[src/rtl/fwd_hazard_unit_if.sv]
// Decode-side bundle for the forwarding/hazard unit: ID fields and branch resolution in,
// EX operand selects plus stall/flush controls and event counters out.
interface fwd_hazard_unit_if #(
  parameter int INDEX     = 5,
  parameter int CNT_WIDTH = 16
);
  logic                 id_valid_in;
  logic [INDEX-1:0]     id_rs1_in;
  logic [INDEX-1:0]     id_rs2_in;
  logic [INDEX-1:0]     id_rd_in;
  logic                 id_reg_write_in;
  logic                 id_mem_read_in;
  logic                 ex_branch_taken_in;
  logic [1:0]           rs1_src_out;
  logic [1:0]           rs2_src_out;
  logic                 stall_out;
  logic                 flush_out;
  logic [CNT_WIDTH-1:0] stall_count_out;
  logic [CNT_WIDTH-1:0] flush_count_out;

  modport master (
    output id_valid_in, id_rs1_in, id_rs2_in, id_rd_in, id_reg_write_in, id_mem_read_in,
           ex_branch_taken_in,
    input  rs1_src_out, rs2_src_out, stall_out, flush_out, stall_count_out, flush_count_out
  );

  modport slave (
    input  id_valid_in, id_rs1_in, id_rs2_in, id_rd_in, id_reg_write_in, id_mem_read_in,
           ex_branch_taken_in,
    output rs1_src_out, rs2_src_out, stall_out, flush_out, stall_count_out, flush_count_out
  );
endinterface

[src/rtl/fwd_hazard_unit.sv]
// EX operand forwarding selects (registered, 1-cycle latency) plus combinational load-use stall
// and branch flush; no backpressure of its own, stall/flush are the pipeline's backpressure.
module fwd_hazard_unit #(
  parameter int INDEX     = 5,
  parameter int CNT_WIDTH = 16
) (
  input  logic               clk_in,
  input  logic               rst_in,
  fwd_hazard_unit_if.slave   hz
);

  typedef struct packed {
    logic             valid;
    logic [INDEX-1:0] rd;
    logic             reg_write;
    logic             mem_read;
  } shadow_t;

  typedef enum logic [1:0] {RUN, STALL, FLUSH} state_t;

  localparam logic [1:0] SEL_RF  = 2'b00;
  localparam logic [1:0] SEL_WB  = 2'b01;
  localparam logic [1:0] SEL_ALU = 2'b10;

  shadow_t ex_q, mem_q, wb_q, ex_d;
  state_t  state_q, state_d;
  logic [1:0] rs1_sel_d, rs2_sel_d, rs1_sel_q, rs2_sel_q;
  logic [CNT_WIDTH-1:0] stall_cnt_q, flush_cnt_q;
  logic load_use, stall, flush, accept, inc_stall, inc_flush;

  function automatic logic produces(input shadow_t s, input logic [INDEX-1:0] r);
    return s.valid && s.reg_write && (s.rd != '0) && (s.rd == r);
  endfunction

  // WB producers fall back to the register file: it is write-first.
  function automatic logic [1:0] pick_src(input logic [INDEX-1:0] r);
    if (produces(ex_q, r))       return SEL_ALU;
    else if (produces(mem_q, r)) return SEL_WB;
    else if (produces(wb_q, r))  return SEL_RF;
    else                         return SEL_RF;
  endfunction

  always_comb begin
    load_use  = hz.id_valid_in && ex_q.mem_read &&
                (produces(ex_q, hz.id_rs1_in) || produces(ex_q, hz.id_rs2_in));
    flush     = hz.ex_branch_taken_in;
    stall     = load_use && !flush;
    accept    = hz.id_valid_in && !stall && !flush;
    ex_d      = '0;
    rs1_sel_d = SEL_RF;
    rs2_sel_d = SEL_RF;
    if (accept) begin
      ex_d.valid     = 1'b1;
      ex_d.rd        = hz.id_rd_in;
      ex_d.reg_write = hz.id_reg_write_in;
      ex_d.mem_read  = hz.id_mem_read_in;
      rs1_sel_d      = pick_src(hz.id_rs1_in);
      rs2_sel_d      = pick_src(hz.id_rs2_in);
    end
  end

  always_comb begin
    state_d   = RUN;
    inc_stall = 1'b0;
    inc_flush = 1'b0;
    if (flush)         state_d = FLUSH;
    else if (load_use) state_d = STALL;
    case (state_q)
      STALL:   inc_stall = 1'b1;
      FLUSH:   inc_flush = 1'b1;
      default: ;
    endcase
  end

  always_ff @(posedge clk_in or posedge rst_in) begin
    if (rst_in) begin
      state_q <= RUN;
    end else begin
      state_q <= state_d;
    end
  end

  always_ff @(posedge clk_in or posedge rst_in) begin
    if (rst_in) begin
      ex_q      <= '0;
      mem_q     <= '0;
      wb_q      <= '0;
      rs1_sel_q <= SEL_RF;
      rs2_sel_q <= SEL_RF;
    end else begin
      ex_q      <= ex_d;
      mem_q     <= ex_q;
      wb_q      <= mem_q;
      rs1_sel_q <= rs1_sel_d;
      rs2_sel_q <= rs2_sel_d;
    end
  end

  // Counters hold at all-ones rather than wrapping.
  always_ff @(posedge clk_in or posedge rst_in) begin
    if (rst_in) begin
      stall_cnt_q <= '0;
      flush_cnt_q <= '0;
    end else begin
      if (inc_stall && (stall_cnt_q != '1)) stall_cnt_q <= stall_cnt_q + 1'b1;
      if (inc_flush && (flush_cnt_q != '1)) flush_cnt_q <= flush_cnt_q + 1'b1;
    end
  end

  assign hz.rs1_src_out     = rs1_sel_q;
  assign hz.rs2_src_out     = rs2_sel_q;
  assign hz.stall_out       = stall;
  assign hz.flush_out       = flush;
  assign hz.stall_count_out = stall_cnt_q;
  assign hz.flush_count_out = flush_cnt_q;

endmodule

[src/flat_wrapper.sv]
// flat-port wrapper written by rule: the top's interface ports become plain ports
module fwd_hazard_unit_flat 
#(
  parameter int INDEX     = 5,
  parameter int CNT_WIDTH = 16
)
  (clk_in, rst_in, hz_id_valid_in, hz_id_rs1_in, hz_id_rs2_in, hz_id_rd_in, hz_id_reg_write_in, hz_id_mem_read_in, hz_ex_branch_taken_in, hz_rs1_src_out, hz_rs2_src_out, hz_stall_out, hz_flush_out, hz_stall_count_out, hz_flush_count_out);
  fwd_hazard_unit_if #(.INDEX(INDEX), .CNT_WIDTH(CNT_WIDTH)) hz_i ();
  input  logic clk_in;
  input  logic rst_in;
  input wire logic [$bits(hz_i.id_valid_in)-1:0] hz_id_valid_in;
  input wire logic [$bits(hz_i.id_rs1_in)-1:0] hz_id_rs1_in;
  input wire logic [$bits(hz_i.id_rs2_in)-1:0] hz_id_rs2_in;
  input wire logic [$bits(hz_i.id_rd_in)-1:0] hz_id_rd_in;
  input wire logic [$bits(hz_i.id_reg_write_in)-1:0] hz_id_reg_write_in;
  input wire logic [$bits(hz_i.id_mem_read_in)-1:0] hz_id_mem_read_in;
  input wire logic [$bits(hz_i.ex_branch_taken_in)-1:0] hz_ex_branch_taken_in;
  output wire logic [$bits(hz_i.rs1_src_out)-1:0] hz_rs1_src_out;
  output wire logic [$bits(hz_i.rs2_src_out)-1:0] hz_rs2_src_out;
  output wire logic [$bits(hz_i.stall_out)-1:0] hz_stall_out;
  output wire logic [$bits(hz_i.flush_out)-1:0] hz_flush_out;
  output wire logic [$bits(hz_i.stall_count_out)-1:0] hz_stall_count_out;
  output wire logic [$bits(hz_i.flush_count_out)-1:0] hz_flush_count_out;
  assign hz_i.id_valid_in = hz_id_valid_in;
  assign hz_i.id_rs1_in = hz_id_rs1_in;
  assign hz_i.id_rs2_in = hz_id_rs2_in;
  assign hz_i.id_rd_in = hz_id_rd_in;
  assign hz_i.id_reg_write_in = hz_id_reg_write_in;
  assign hz_i.id_mem_read_in = hz_id_mem_read_in;
  assign hz_i.ex_branch_taken_in = hz_ex_branch_taken_in;
  assign hz_rs1_src_out = hz_i.rs1_src_out;
  assign hz_rs2_src_out = hz_i.rs2_src_out;
  assign hz_stall_out = hz_i.stall_out;
  assign hz_flush_out = hz_i.flush_out;
  assign hz_stall_count_out = hz_i.stall_count_out;
  assign hz_flush_count_out = hz_i.flush_count_out;
  fwd_hazard_unit #(.INDEX(INDEX), .CNT_WIDTH(CNT_WIDTH)) u_core (.clk_in(clk_in), .rst_in(rst_in), .hz(hz_i));
endmodule
[config.mk]
export PLATFORM = sky130hd
export DESIGN_NAME = fwd_hazard_unit_flat
export DESIGN_NICKNAME = d
export VERILOG_FILES = /design/src/rtl/fwd_hazard_unit_if.sv /design/src/rtl/fwd_hazard_unit.sv /design/src/flat_wrapper.sv
export SDC_FILE = /design/constraint.sdc
export NUM_CORES = 1
export LEC_CHECK = 0
export ABC_AREA = 1
export BUFFER_PORTS_ARGS = -buffer_cell sky130_fd_sc_hd__buf_2
export CAP_MARGIN = 25
export CORE_MARGIN = 3
export CORE_UTILIZATION = 45
export CTS_BUF_LIST = sky130_fd_sc_hd__clkbuf_16
export CTS_CLUSTER_SIZE = 14
export DETAILED_ROUTE_END_ITERATION = 8
export GPL_ROUTABILITY_DRIVEN = 0
export PLACE_DENSITY = 0.68
export SETUP_SLACK_MARGIN = 0.1
export SYNTH_ARGS = -nofsm -noshare
export SYNTH_HDL_FRONTEND = slang
export SYNTH_SLANG_ARGS = --single-unit
[constraint.sdc]
create_clock -name clk_in -period 4.1 [get_ports clk_in]
set_clock_uncertainty 0.2 [all_clocks]
set_input_delay 0.82 -clock clk_in [delete_from_list [all_inputs] [get_ports clk_in]]
set_output_delay 0.82 -clock clk_in [all_outputs]
set_load 0.03 [all_outputs]
* Word level (Yosys, flattened, before mapping) *
Index checks and enable logic that the tools add are counted.

storage, ports and cells
  bits in registers = 53
  latch bits = 0
  RAM bits = 0
  bits in read-only memories = 0
  logic and storage cells = 53
  memories = 0

operators by class
  add/subtract/negate cells = 2
  multipliers = 0
  divide/modulo/power cells = 0
  order comparisons = 0
  equality and inequality tests = 8
  shifts and indexed selects = 0
  multiplexer cells = 11
  bitwise operators = 0
  reductions and logical operators = 20

operator list
  cell                                                  number
  adder 16 x 1 -> 16 bit (second input constant)        2
  inequality test 16 bit (second input constant)        2
  equality test 5 bit                                   4
  logical AND 1 bit                                     15
  two-way mux 2 bit                                     5
  nonzero test 5 bit                                    2
  two-way mux 8 bit                                     1
  two-way mux 1 bit                                     5
  equality test 2 x 1 -> 1 bit (second input constant)  1
  equality test 2 bit (second input constant)           1
  zero test 1 bit                                       2
  logical OR 1 bit                                      1

* Depth between registers and ports, before layout *
  depth in word-level cells = 10
  depth in mapped cells = 11

* Worst setup path before layout *
OpenSTA, ideal clock, no wires.

  path kind = input -> output
  from = in hz_id_rs1_in[0]
  to = out hz_stall_out
  data arrival time = 1711 ps
  required time = 3080 ps
  setup slack = 1369 ps
  stages on the path = 9
  path buffers = 0
  path through = inv_1 -> nand2_1 -> nand2_1 -> nand2_1 -> nor2_1 -> nand3_1 -> nand2_1 -> nand2_1 -> nor2_1

on the way
  cells in the longest elaborated chain, start to end = 5

ends and longest elaborated chain
  item                 RTL line               RTL
  start: declaration   flat_wrapper.sv:12     input wire logic [$bits(hz_i.id_rs1_in)-1:0] hz_id_rs1_in;
  equality test 5 bit  fwd_hazard_unit.sv:32  return s.valid && s.reg_write && (s.rd != '0) && (s.rd == r);
  logical AND 1 bit    fwd_hazard_unit.sv:32
  logical OR 1 bit     fwd_hazard_unit.sv:45  (produces(ex_q, hz.id_rs1_in) || produces(ex_q, hz.id_rs2_in));
  logical AND 1 bit    fwd_hazard_unit.sv:44  load_use = hz.id_valid_in && ex_q.mem_read &&
  logical AND 1 bit    fwd_hazard_unit.sv:47  stall = load_use && !flush;
  end: declaration     flat_wrapper.sv:20     output wire logic [$bits(hz_i.stall_out)-1:0] hz_stall_out;

Every way passes these cells.

* Worst setup path after layout *
Same ends and word-level chain as after synthesis.

==> results.md <==
* Status: completed
* Overflow after GRT at 0
* Req. time, crit path at 3.08 ns
* Capturing point of the worst reg2reg path: u_core.hz.flush_count_out[15]
* CP startpoint: hz_id_rs1_in[0]
* Worst EP arrival at 1.84 ns
* Largest net degree at the start of global routing at 47
* Post-Route Setup TNS at 0 ns
* Initial Util at 47.3%
* CTS Buf Count at 5
* Crit start category: input port
* Drt first pass iters at 5
* CP Capture Type: primary output
* # DRC at 0
* CP peak stage delay at 0.22 ns
* Setup WS pre-CTS at 1.24 ns
* Die X at 85.6 µm
* Synth Area in Compound Gates at 3.55%
* WL/cell at 11.3 µm
* Register area share after synthesis at 46.5%
* Htree depth at 2
* Crit path cell chain: buf_2 -> inv_1 -> nand2_1 -> nand2_1 -> nand2_1 -> nor2_1 -> nand3_1 -> nand2_1 -> nand2_1 -> nor2_1 -> buf_2
* Count of final hold-check violations at 0
* Area grow syn2layout at 17.8%
* XOR/XNOR Fraction of Synth Area at 11.1%
* Detailed-placement wirelength estimate at 4.21 mm
* Post-CTS Setup Repair Bufs at 0
* Clock-pin slew on the worst setup and hold paths at 0.07 ns
* Post-Synth Simple-Gate Area at 29.2%
* Max Fclk at 350 MHz
* Most common cell after layout, fill and taps aside: nand2_1
* Leak at 1.83 nW
* R2r setup slk at 2.11 ns
* Clk_lat worst skew at 0.29 ns
* Count of cell types in the netlist at 26
* Least-Margin Pin Slew at 0.378 ns
* Most frequent cells in the layout: nand2_1 (92), buf_2 (58), dfrtp_1 (53), inv_1 (50), nor2_1 (42)
* Vias in the first global route at 2,266
* Area of the die at 0.00733 mm²
* RR Startpoint: u_core.hz.flush_count_out[0]
* Routed wire length at 5.55 mm
* Crit share post-route at 69.7%
* Core ar. at 0.00603 mm²
* Number of nets still failing antenna checks after routing at 0
* Layout cell share with drive strength beyond 1 at 21.7%
* Drt via density at 4.72
* Worst R2R Path Depth at 8
* Pwr Density at 353 mW/mm²
* Iter 0 DRT Violations at 75
* GRT Util Overall at 16.4%
* Combinational family with the most area after synthesis: simple AND/OR/NAND/NOR gates
* CP max FO at 3
* Yosys warns at 0
* Mapped cell area at 0.00285 mm²
* Hold Crit Class: reg2reg
* First-pass GRT wire length at 9.85 mm
* Synth Net Count at 374
* Hold Buf Count CTS at 0
* Worst slew margin at 74.8%
* # rows at 28
* Max-Cap Viols at 0
* Final Net Count at 436
* Min cycle time layout at 2.86 ns
* Io pins at 59
* Seq cells post-synth at 53
* Antenna violations before repair at 0
* Die Ht at 85.6 µm
* Post-synthesis mux area share at 0%
* Max Root-Sink Buffers at 2
* ANT cells at 0
* Mapped Cells at 351
* Post-CTS resize count at 0
* RSZ-0062 raised after global routing: no
* Synthesized area per cell at 8.12 µm²
* Hold WS at 0.179 ns
* Clk root buf: clkbuf_16
* Maximum VDD drop at 0.287 mV
* Most used cell along the critical path: nand2_1
* IO Port Bufs at 58
* Final setup vio count at 0
* Critical-path top delay cell: buf_2
* Crit Path Class: in2out
* Worst Setup EP: hz_stall_out
* Final Max Tran Viols at 0
* Synth Area in Adders at 0.878%
* Total vias in the final route at 2,306
* CTS tree: yes
* Post-route setup slack at 1.24 ns
* Clock sink count at 53
Yosys cell counts:
cell type,n,area share [%]
buf_6,3,1.2
xnor2_1,11,3.4
nor2_4,1,0.39
o21ai_2,7,2.2
inv_1,51,6.7
nand3_1,17,3.0
o21ai_0,7,1.2
nand2_1,92,12
nand3b_2,1,0.39
inv_2,2,0.26
buf_2,1,0.18
nor2_1,42,5.5
nand3b_1,4,1.1
inv_4,1,0.22
o21ai_1,1,0.18
xor2_1,25,7.7
nor3_1,10,1.8
buf_4,1,0.26
nand3_2,2,0.70
nor3_4,1,0.57
nand2_4,1,0.39
ha_1,2,0.88
nand4_1,8,1.8
dfrtp_1,53,47
nor2_2,2,0.44
nand2_2,5,1.1
metal layers:
layer | part of all wire, % | global-route usage [%]
met3 | 5.2 | 3.94
met1 | 47 | 21.2
met2 | 47 | 27.5
met4 | 0.81 | 4.46
met5 | 0 | 0
report_power, final:
part	switching, mW	internal [mW]	total (mW)	leakage, nW
clock network	0.181	0.224	0.405	0.0693
logic	0.120	0.0697	0.190	1.04
registers	0.0396	0.552	0.592	0.722
metrics by stage:
step / power (mW) / cells / util, % / cell area (µm²)
3_3_place_gp: 0.789 / 480 / 53.1 / 3200
5_1_grt: 1.25 / 489 / 55.7 / 3360
3_5_place_dp: 0.792 / 480 / 53.1 / 3200
6_report: 1.19 / 489 / 55.7 / 3360
2_1_floorplan: 0.735 / 351 / - / 2850
4_1_cts: 1.20 / 488 / 55.4 / 3340
layout make-up:
cell class / count / area (µm²)
clock buffers: 5 / 125
repair buffers: 60 / 318
well taps: 75 / 93.8
flip-flops and latches: 53 / 1330
fillers: 562 / 2670
clock inverters: 3 / 16.3
inverters: 54 / 205
multi-input cells: 239 / 1270
worst max-delay path: cells and delay by family:
family	cells	cell delay [ns]
buf+inv	3	0.39
simple gates	8	0.63
cells by family (layout without fill, tap and decap cells):
family,after synthesis,in the layout
XOR/XNOR,36,36
adder cells (fa/ha/maj),2,2
AND/OR/NAND/NOR,186,186
buffers and inverters,59,122
AO/OA/AOI/OAI,15,15
flip-flops,53,53
worst min-delay path by stage:
stage | cells after the start | startpoint | to | slack (ns)
6_report | 0 | u_core.ex_q[7] | u_core.mem_q[7] | 0.18
5_1_grt | 0 | u_core.ex_q[7] | u_core.mem_q[7] | 0.19
4_1_cts | 0 | u_core.ex_q[7] | u_core.mem_q[7] | 0.19
3_5_place_dp | 0 | u_core.ex_q[7] | u_core.mem_q[7] | 0.17
3_3_place_gp | 0 | u_core.ex_q[7] | u_core.mem_q[7] | 0.16
2_1_floorplan | 0 | u_core.ex_q[1] | u_core.mem_q[1] | 0.15
sequential cells by signal, summed over array words and instances, names as in the netlist:
name                       cells
u_core.hz.flush_count_out     16
u_core.state_q                 2
u_core.hz.rs1_src_out          2
u_core.hz.rs2_src_out          2
u_core.ex_q                    8
u_core.hz.stall_count_out     16
u_core.mem_q                   7
Power figures use the tool's default switching activity.
